--- src/rtl/lcd_timing_driver_if.sv ---
// Panel-side bundle of the LCD timing driver: pixel fetch request/response
// toward the frame source plus the sync/data signals toward the panel.
interface lcd_timing_driver_if;
   logic [23:0] pixel_data;
   logic        data_req;
   logic [10:0] pixel_xpos;
   logic [10:0] pixel_ypos;
   logic        lcd_hs;
   logic        lcd_vs;
   logic        lcd_de;
   logic [23:0] lcd_rgb;
   logic        frame_start;

   modport master (
      input  pixel_data,
      output data_req, pixel_xpos, pixel_ypos,
      output lcd_hs, lcd_vs, lcd_de, lcd_rgb, frame_start
   );

   modport slave (
      output pixel_data,
      input  data_req, pixel_xpos, pixel_ypos,
      input  lcd_hs, lcd_vs, lcd_de, lcd_rgb, frame_start
   );
endinterface

--- src/rtl/lcd_timing_driver.sv ---
// Free-running RGB panel timing generator: pixel-clock divider, h/v counters,
// sync/enable decodes and a one-pixel prefetch of pixel_data into lcd_rgb.
module lcd_timing_driver #(
   parameter int CLK_DIV = 2,
   parameter int H_SYNC  = 96,
   parameter int H_BACK  = 48,
   parameter int H_DISP  = 640,
   parameter int H_FRONT = 16,
   parameter int V_SYNC  = 2,
   parameter int V_BACK  = 33,
   parameter int V_DISP  = 480,
   parameter int V_FRONT = 10
) (
   input  logic                  clk,
   input  logic                  rst,
   lcd_timing_driver_if.master   bus
);

   localparam int H_TOTAL = H_SYNC + H_BACK + H_DISP + H_FRONT;
   localparam int V_TOTAL = V_SYNC + V_BACK + V_DISP + V_FRONT;
   localparam int HA      = H_SYNC + H_BACK;
   localparam int VA      = V_SYNC + V_BACK;
   localparam int DIV_W   = (CLK_DIV > 1) ? $clog2(CLK_DIV) : 1;

   localparam logic [DIV_W-1:0] DIV_LAST = DIV_W'(CLK_DIV - 1);
   localparam logic [10:0] H_LAST     = 11'(H_TOTAL - 1);
   localparam logic [10:0] V_LAST     = 11'(V_TOTAL - 1);
   localparam logic [10:0] H_SYNC_END = 11'(H_SYNC);
   localparam logic [10:0] V_SYNC_END = 11'(V_SYNC);
   localparam logic [10:0] DE_H_BEG   = 11'(HA);
   localparam logic [10:0] DE_H_END   = 11'(HA + H_DISP);
   localparam logic [10:0] REQ_H_BEG  = 11'(HA - 1);
   localparam logic [10:0] REQ_H_END  = 11'(HA + H_DISP - 1);
   localparam logic [10:0] DE_V_BEG   = 11'(VA);
   localparam logic [10:0] DE_V_END   = 11'(VA + V_DISP);

   logic [DIV_W-1:0] div_q, div_d;
   logic [10:0]      h_q, h_d;
   logic [10:0]      v_q, v_d;
   logic [23:0]      rgb_q, rgb_d;
   logic             fs_q, fs_d;
   logic             pix_en, h_wrap, v_wrap;
   logic             row_act, req;

   // NOTE: every combinational output gets its default before any branch, so no path leaves it unassigned and no latch is inferred.
   always_comb begin
      pix_en = (div_q == DIV_LAST);
      h_wrap = (h_q == H_LAST);
      v_wrap = (v_q == V_LAST);
      div_d  = pix_en ? '0 : div_q + DIV_W'(1);
      h_d    = h_q;
      v_d    = v_q;
      rgb_d  = rgb_q;
      fs_d   = pix_en && h_wrap && v_wrap;

      row_act = (v_q >= DE_V_BEG) && (v_q < DE_V_END);
      req     = row_act && (h_q >= REQ_H_BEG) && (h_q < REQ_H_END);

      if (pix_en) begin
         h_d = h_wrap ? '0 : h_q + 11'd1;
         if (h_wrap) v_d = v_wrap ? '0 : v_q + 11'd1;
         // The column requested now is shown after this pixel edge, so the
         // request and load happen together; outside the request window the
         // panel sees black.
         rgb_d = req ? bus.pixel_data : '0;
      end
   end

   // NOTE: state registers use non-blocking assignments so all flops update together from pre-edge values.
   always_ff @(posedge clk or posedge rst) begin
      if (rst) begin
         div_q <= '0;
         h_q   <= '0;
         v_q   <= '0;
         rgb_q <= '0;
         fs_q  <= 1'b0;
      end else begin
         div_q <= div_d;
         h_q   <= h_d;
         v_q   <= v_d;
         rgb_q <= rgb_d;
         fs_q  <= fs_d;
      end
   end

   // Pure decodes of the registered counters, so they only move on pixel edges.
   assign bus.lcd_hs      = (h_q >= H_SYNC_END);
   assign bus.lcd_vs      = (v_q >= V_SYNC_END);
   assign bus.lcd_de      = row_act && (h_q >= DE_H_BEG) && (h_q < DE_H_END);
   assign bus.data_req    = req;
   assign bus.pixel_xpos  = req ? h_q - REQ_H_BEG : '0;
   assign bus.pixel_ypos  = req ? v_q - DE_V_BEG  : '0;
   assign bus.lcd_rgb     = rgb_q;
   assign bus.frame_start = fs_q;

endmodule

--- src/flat_wrapper.sv ---
// flat-port wrapper written by rule: the top's interface ports become plain ports
module lcd_timing_driver_flat 
#(
   parameter int CLK_DIV = 2,
   parameter int H_SYNC  = 96,
   parameter int H_BACK  = 48,
   parameter int H_DISP  = 640,
   parameter int H_FRONT = 16,
   parameter int V_SYNC  = 2,
   parameter int V_BACK  = 33,
   parameter int V_DISP  = 480,
   parameter int V_FRONT = 10
)
  (clk, rst, bus_pixel_data, bus_data_req, bus_pixel_xpos, bus_pixel_ypos, bus_lcd_hs, bus_lcd_vs, bus_lcd_de, bus_lcd_rgb, bus_frame_start);
  lcd_timing_driver_if bus_i ();
  input  logic clk;
  input  logic rst;
  input wire logic [$bits(bus_i.pixel_data)-1:0] bus_pixel_data;
  output wire logic [$bits(bus_i.data_req)-1:0] bus_data_req;
  output wire logic [$bits(bus_i.pixel_xpos)-1:0] bus_pixel_xpos;
  output wire logic [$bits(bus_i.pixel_ypos)-1:0] bus_pixel_ypos;
  output wire logic [$bits(bus_i.lcd_hs)-1:0] bus_lcd_hs;
  output wire logic [$bits(bus_i.lcd_vs)-1:0] bus_lcd_vs;
  output wire logic [$bits(bus_i.lcd_de)-1:0] bus_lcd_de;
  output wire logic [$bits(bus_i.lcd_rgb)-1:0] bus_lcd_rgb;
  output wire logic [$bits(bus_i.frame_start)-1:0] bus_frame_start;
  assign bus_i.pixel_data = bus_pixel_data;
  assign bus_data_req = bus_i.data_req;
  assign bus_pixel_xpos = bus_i.pixel_xpos;
  assign bus_pixel_ypos = bus_i.pixel_ypos;
  assign bus_lcd_hs = bus_i.lcd_hs;
  assign bus_lcd_vs = bus_i.lcd_vs;
  assign bus_lcd_de = bus_i.lcd_de;
  assign bus_lcd_rgb = bus_i.lcd_rgb;
  assign bus_frame_start = bus_i.frame_start;
  lcd_timing_driver #(.CLK_DIV(CLK_DIV), .H_SYNC(H_SYNC), .H_BACK(H_BACK), .H_DISP(H_DISP), .H_FRONT(H_FRONT), .V_SYNC(V_SYNC), .V_BACK(V_BACK), .V_DISP(V_DISP), .V_FRONT(V_FRONT)) u_core (.clk(clk), .rst(rst), .bus(bus_i));
endmodule
--- config.mk ---
export PLATFORM = sky130hd
export DESIGN_NAME = lcd_timing_driver_flat
export DESIGN_NICKNAME = d
export VERILOG_FILES = /design/src/rtl/lcd_timing_driver_if.sv /design/src/rtl/lcd_timing_driver.sv /design/src/flat_wrapper.sv
export SDC_FILE = /design/constraint.sdc
export NUM_CORES = 1
export LEC_CHECK = 0
export BUFFER_PORTS_ARGS = -buffer_cell sky130_fd_sc_hd__buf_2
export CAP_MARGIN = 20
export CORE_MARGIN = 2
export CORE_UTILIZATION = 25
export DETAILED_ROUTE_END_ITERATION = 8
export PLACE_DENSITY = 0.53
export SLEW_MARGIN = 20
export SYNTH_ARGS = -nofsm -noshare
export SYNTH_HDL_FRONTEND = slang
export SYNTH_SLANG_ARGS = --single-unit
export TNS_END_PERCENT = 100
--- constraint.sdc ---
create_clock -name clk -period 3.6 [get_ports clk]
set_input_delay 1.08 -clock clk [delete_from_list [all_inputs] [get_ports clk]]
set_output_delay 1.08 -clock clk [all_outputs]
set_load 0.005 [all_outputs]
==> impl_results.md <==
- Leak: 1.633 nW
- IO Pins: 77
- CTS tree: done
- Worst skew pair latency: 0.28 ns
- Number of remaining DRC errors: 0
- Overall die width: 117.6 µm
- Port-buffer cells: 76
- Layout cells sized above 1: 0.3852
- Grt ovf: 0
- Number of synthesized register bits: 48
- Post-DP HPWL: 6146 µm
- # hold bufs at CTS: 0
- Final core utilization: 0.3115
- Clock sinks: 48
- Vias in the first global route: 2759
- Core box area: 12620 µm²
- Pre-antenna DRT Iters: 6
- Num CTS Buffers: 5
- Syn nets: 359
- Die H: 117.6 µm
- Placed Cells: 556
- MaxCap Viol Count: 0
- H-tree depth: 2
- Final period utilization: 0.9600
- Fin. Hold Viols: 0
- Post-Route WL: 8458 µm
- # setup viols final: 0
- Die area: 13830 µm²
- Routed WL per cell: 15.00 µm
- Critical path type: flip-flop to output pin
- Largest net degree at the start of global routing: 53
- CP endpoint kind: output pin
- PD cells: 279.4 nW/µm²
- Starting Density: 0.2557
- Final Max Slew Viols: 0
- Critical path required time: 2.52 ns
- Top FF cell, synth: dfrtp_1
- Fin crit period: 3.456 ns
- Actual slew at the worst max-slew pin: 0.8523 ns
- Initial antenna violation count: 0
- Most frequent cells in the layout: buf_2, dfrtp_1, inv_1
- Async set-reset flop share out of synthesis: 1.000
- Overall Global Routing Usage: 0.1199
- Final std cells w/o fill: 564
- Post-cts sizing count: 0
- RSZ-0062 raised after global routing: no
- Number of synthesized flops with an enable pin: 0
- First-pass GRT wire length: 13930 µm
- Headroom to the max-slew limit: 0.4304
- Placer congestion estimate: 0.8439
- Mapped Cells: 329
- Post-route setup TNS: 0 ns
- Achievable frequency: 0.2893 GHz
- Ant. Diodes: 0
- Yosys warning total: 0
- Rows: 41
- Synth-to-Final Area Change: 21.83%
- Bufs on Longest Clock Path: 2
- Synthesized area per cell: 9.808 µm²
- VDD IR-drop max: 168.8 µV
- Clock Skew: 0.008183 ns
- Clock Pin Slew Worst Setup and Hold Paths: 0.07 ns
- Status: complete, no violations
- HP Class: flip-flop to flip-flop
- Critical-path maximum fanout: 7
- Routed vias: 2733
- Post-DR vias/cell: 4.846
- Startpoint type of the worst setup path: flip-flop
- Seq/Total Area, Yosys: 0.3722
- Final #Nets: 421
- Netlist cell types: 50
- Data arrival time of the critical path: 2.38 ns
- Most common cell after layout, fill and taps aside: buf_2
- Drt initial violations: 108
- FILL cells: 1339
- Clock Tree Root: clkbuf_16
- Post-route ant nets: 0
- Setup bufs post-CTS: 0
- Post-Syn Area: 3227 µm²
## cells by family after synthesis
family,after synthesis,synth area share
AO/OA/AOI/OAI,59,0.1943
XOR/XNOR,26,0.07057
adder cells (fa/ha/maj),4,0.01551
buffers and inverters,70,0.09887
flip-flops,48,0.3722
multiplexers,1,0.003489
AND/OR/NAND/NOR,121,0.2451
## synth_stat cells, types with 3 or more instances
| cell type | instances | share of area |
|---|---|---|
| a21oi_1 | 6 | 0.0093 |
| xnor2_1 | 17 | 0.046 |
| nor2_1 | 10 | 0.012 |
| nor4_1 | 4 | 0.0078 |
| clkbuf_1 | 17 | 0.020 |
| dfrtp_1 | 48 | 0.37 |
| a31oi_1 | 3 | 0.0058 |
| nand4_1 | 31 | 0.060 |
| nor3_2 | 19 | 0.059 |
| o21ai_0 | 9 | 0.014 |
| buf_6 | 5 | 0.017 |
| ha_1 | 4 | 0.016 |
| buf_2 | 9 | 0.014 |
| and4_1 | 4 | 0.011 |
| nand2_1 | 14 | 0.016 |
| o32ai_2 | 19 | 0.096 |
| nor3_1 | 7 | 0.011 |
| o32ai_1 | 5 | 0.014 |
| and3_1 | 5 | 0.0097 |
| nand3_1 | 12 | 0.019 |
| inv_1 | 35 | 0.041 |
| xor2_1 | 9 | 0.024 |
## per-layer routing
layer | track usage | routed length, µm | vias up
met4 | 0.03238 | 125 | 0
met5 | 0 | 0 | -
met1 | 0.1638 | 4056 | 1303
li1 | - | - | 1331
met3 | 0.02907 | 483 | 10
met2 | 0.1890 | 3793 | 89
## report_power, final
group / leakage, nW / switching, W / internal (W)
sequential: 0.656 / 0 / 0.000539
clock: 0.0798 / 0.000207 / 0.000327
combinational: 0.897 / 0.0000148 / 0.0000103
## worst paths after layout
kind | from | end | slack [ns] | cells after the start
max in group asynchronous | rst | u_core.bus.lcd_rgb[1] | 2.00 | 3
max | u_core.h_q[5] | bus_pixel_xpos[1] | 0.14 | 6
min | u_core.bus.lcd_rgb[23] | u_core.bus.lcd_rgb[23] | 0.53 | 2
min reg2reg | u_core.bus.lcd_rgb[23] | u_core.bus.lcd_rgb[23] | 0.53 | 2
max reg2reg | u_core.h_q[0] | u_core.v_q[10] | 1.17 | 5
min in group asynchronous | rst | u_core.v_q[8] | 0.87 | 2
## flip-flops by register name, indices dropped and copies added, names as in the netlist
name and cells:
u_core.v_q 11, u_core.bus.frame_start 1, u_core.h_q 11, u_core.div_q 1
u_core.bus.lcd_rgb 24
## worst max-delay path, stage by stage, from the launching register on
cell       delay [ns]
dfrtp_1          0.38
or4_4            0.59
a2111oi_4        0.37
nand3_2          0.19
buf_4            0.22
nor3b_1          0.18
buf_2            0.16
## per-stage QoR
| stage | hold WS [ns] | worst slack [ns] | power [W] | area, µm² |
|---|---|---|---|---|
| after CTS | 0.5323 | 0.07069 | 0.001117 | 3929 |
| after global routing | 0.5629 | 0.002669 | 0.001141 | 3931 |
| final | 0.5320 | 0.1439 | 0.001098 | 3931 |
| after detailed placement | 0.5109 | 0.4136 | 0.0005759 | 3761 |
| after global placement | 0.5026 | 0.4808 | 0.0005756 | 3761 |
| after floorplan | 0.5078 | 0.6000 | 0.0005574 | 3227 |
## area by class of cell
type / count / area [µm²] / area share
clock inverters: 3 / 42.54 / 0.01082
inverters: 35 / 131.4 / 0.03342
clock buffers: 5 / 125.1 / 0.03183
repair buffers: 90 / 498.0 / 0.1267
flip-flops and latches: 48 / 1202 / 0.3059
well taps: 172 / 215.2 / 0.05474
multi-input cells: 211 / 1717 / 0.4367
(Power assumes the default switching activity.)
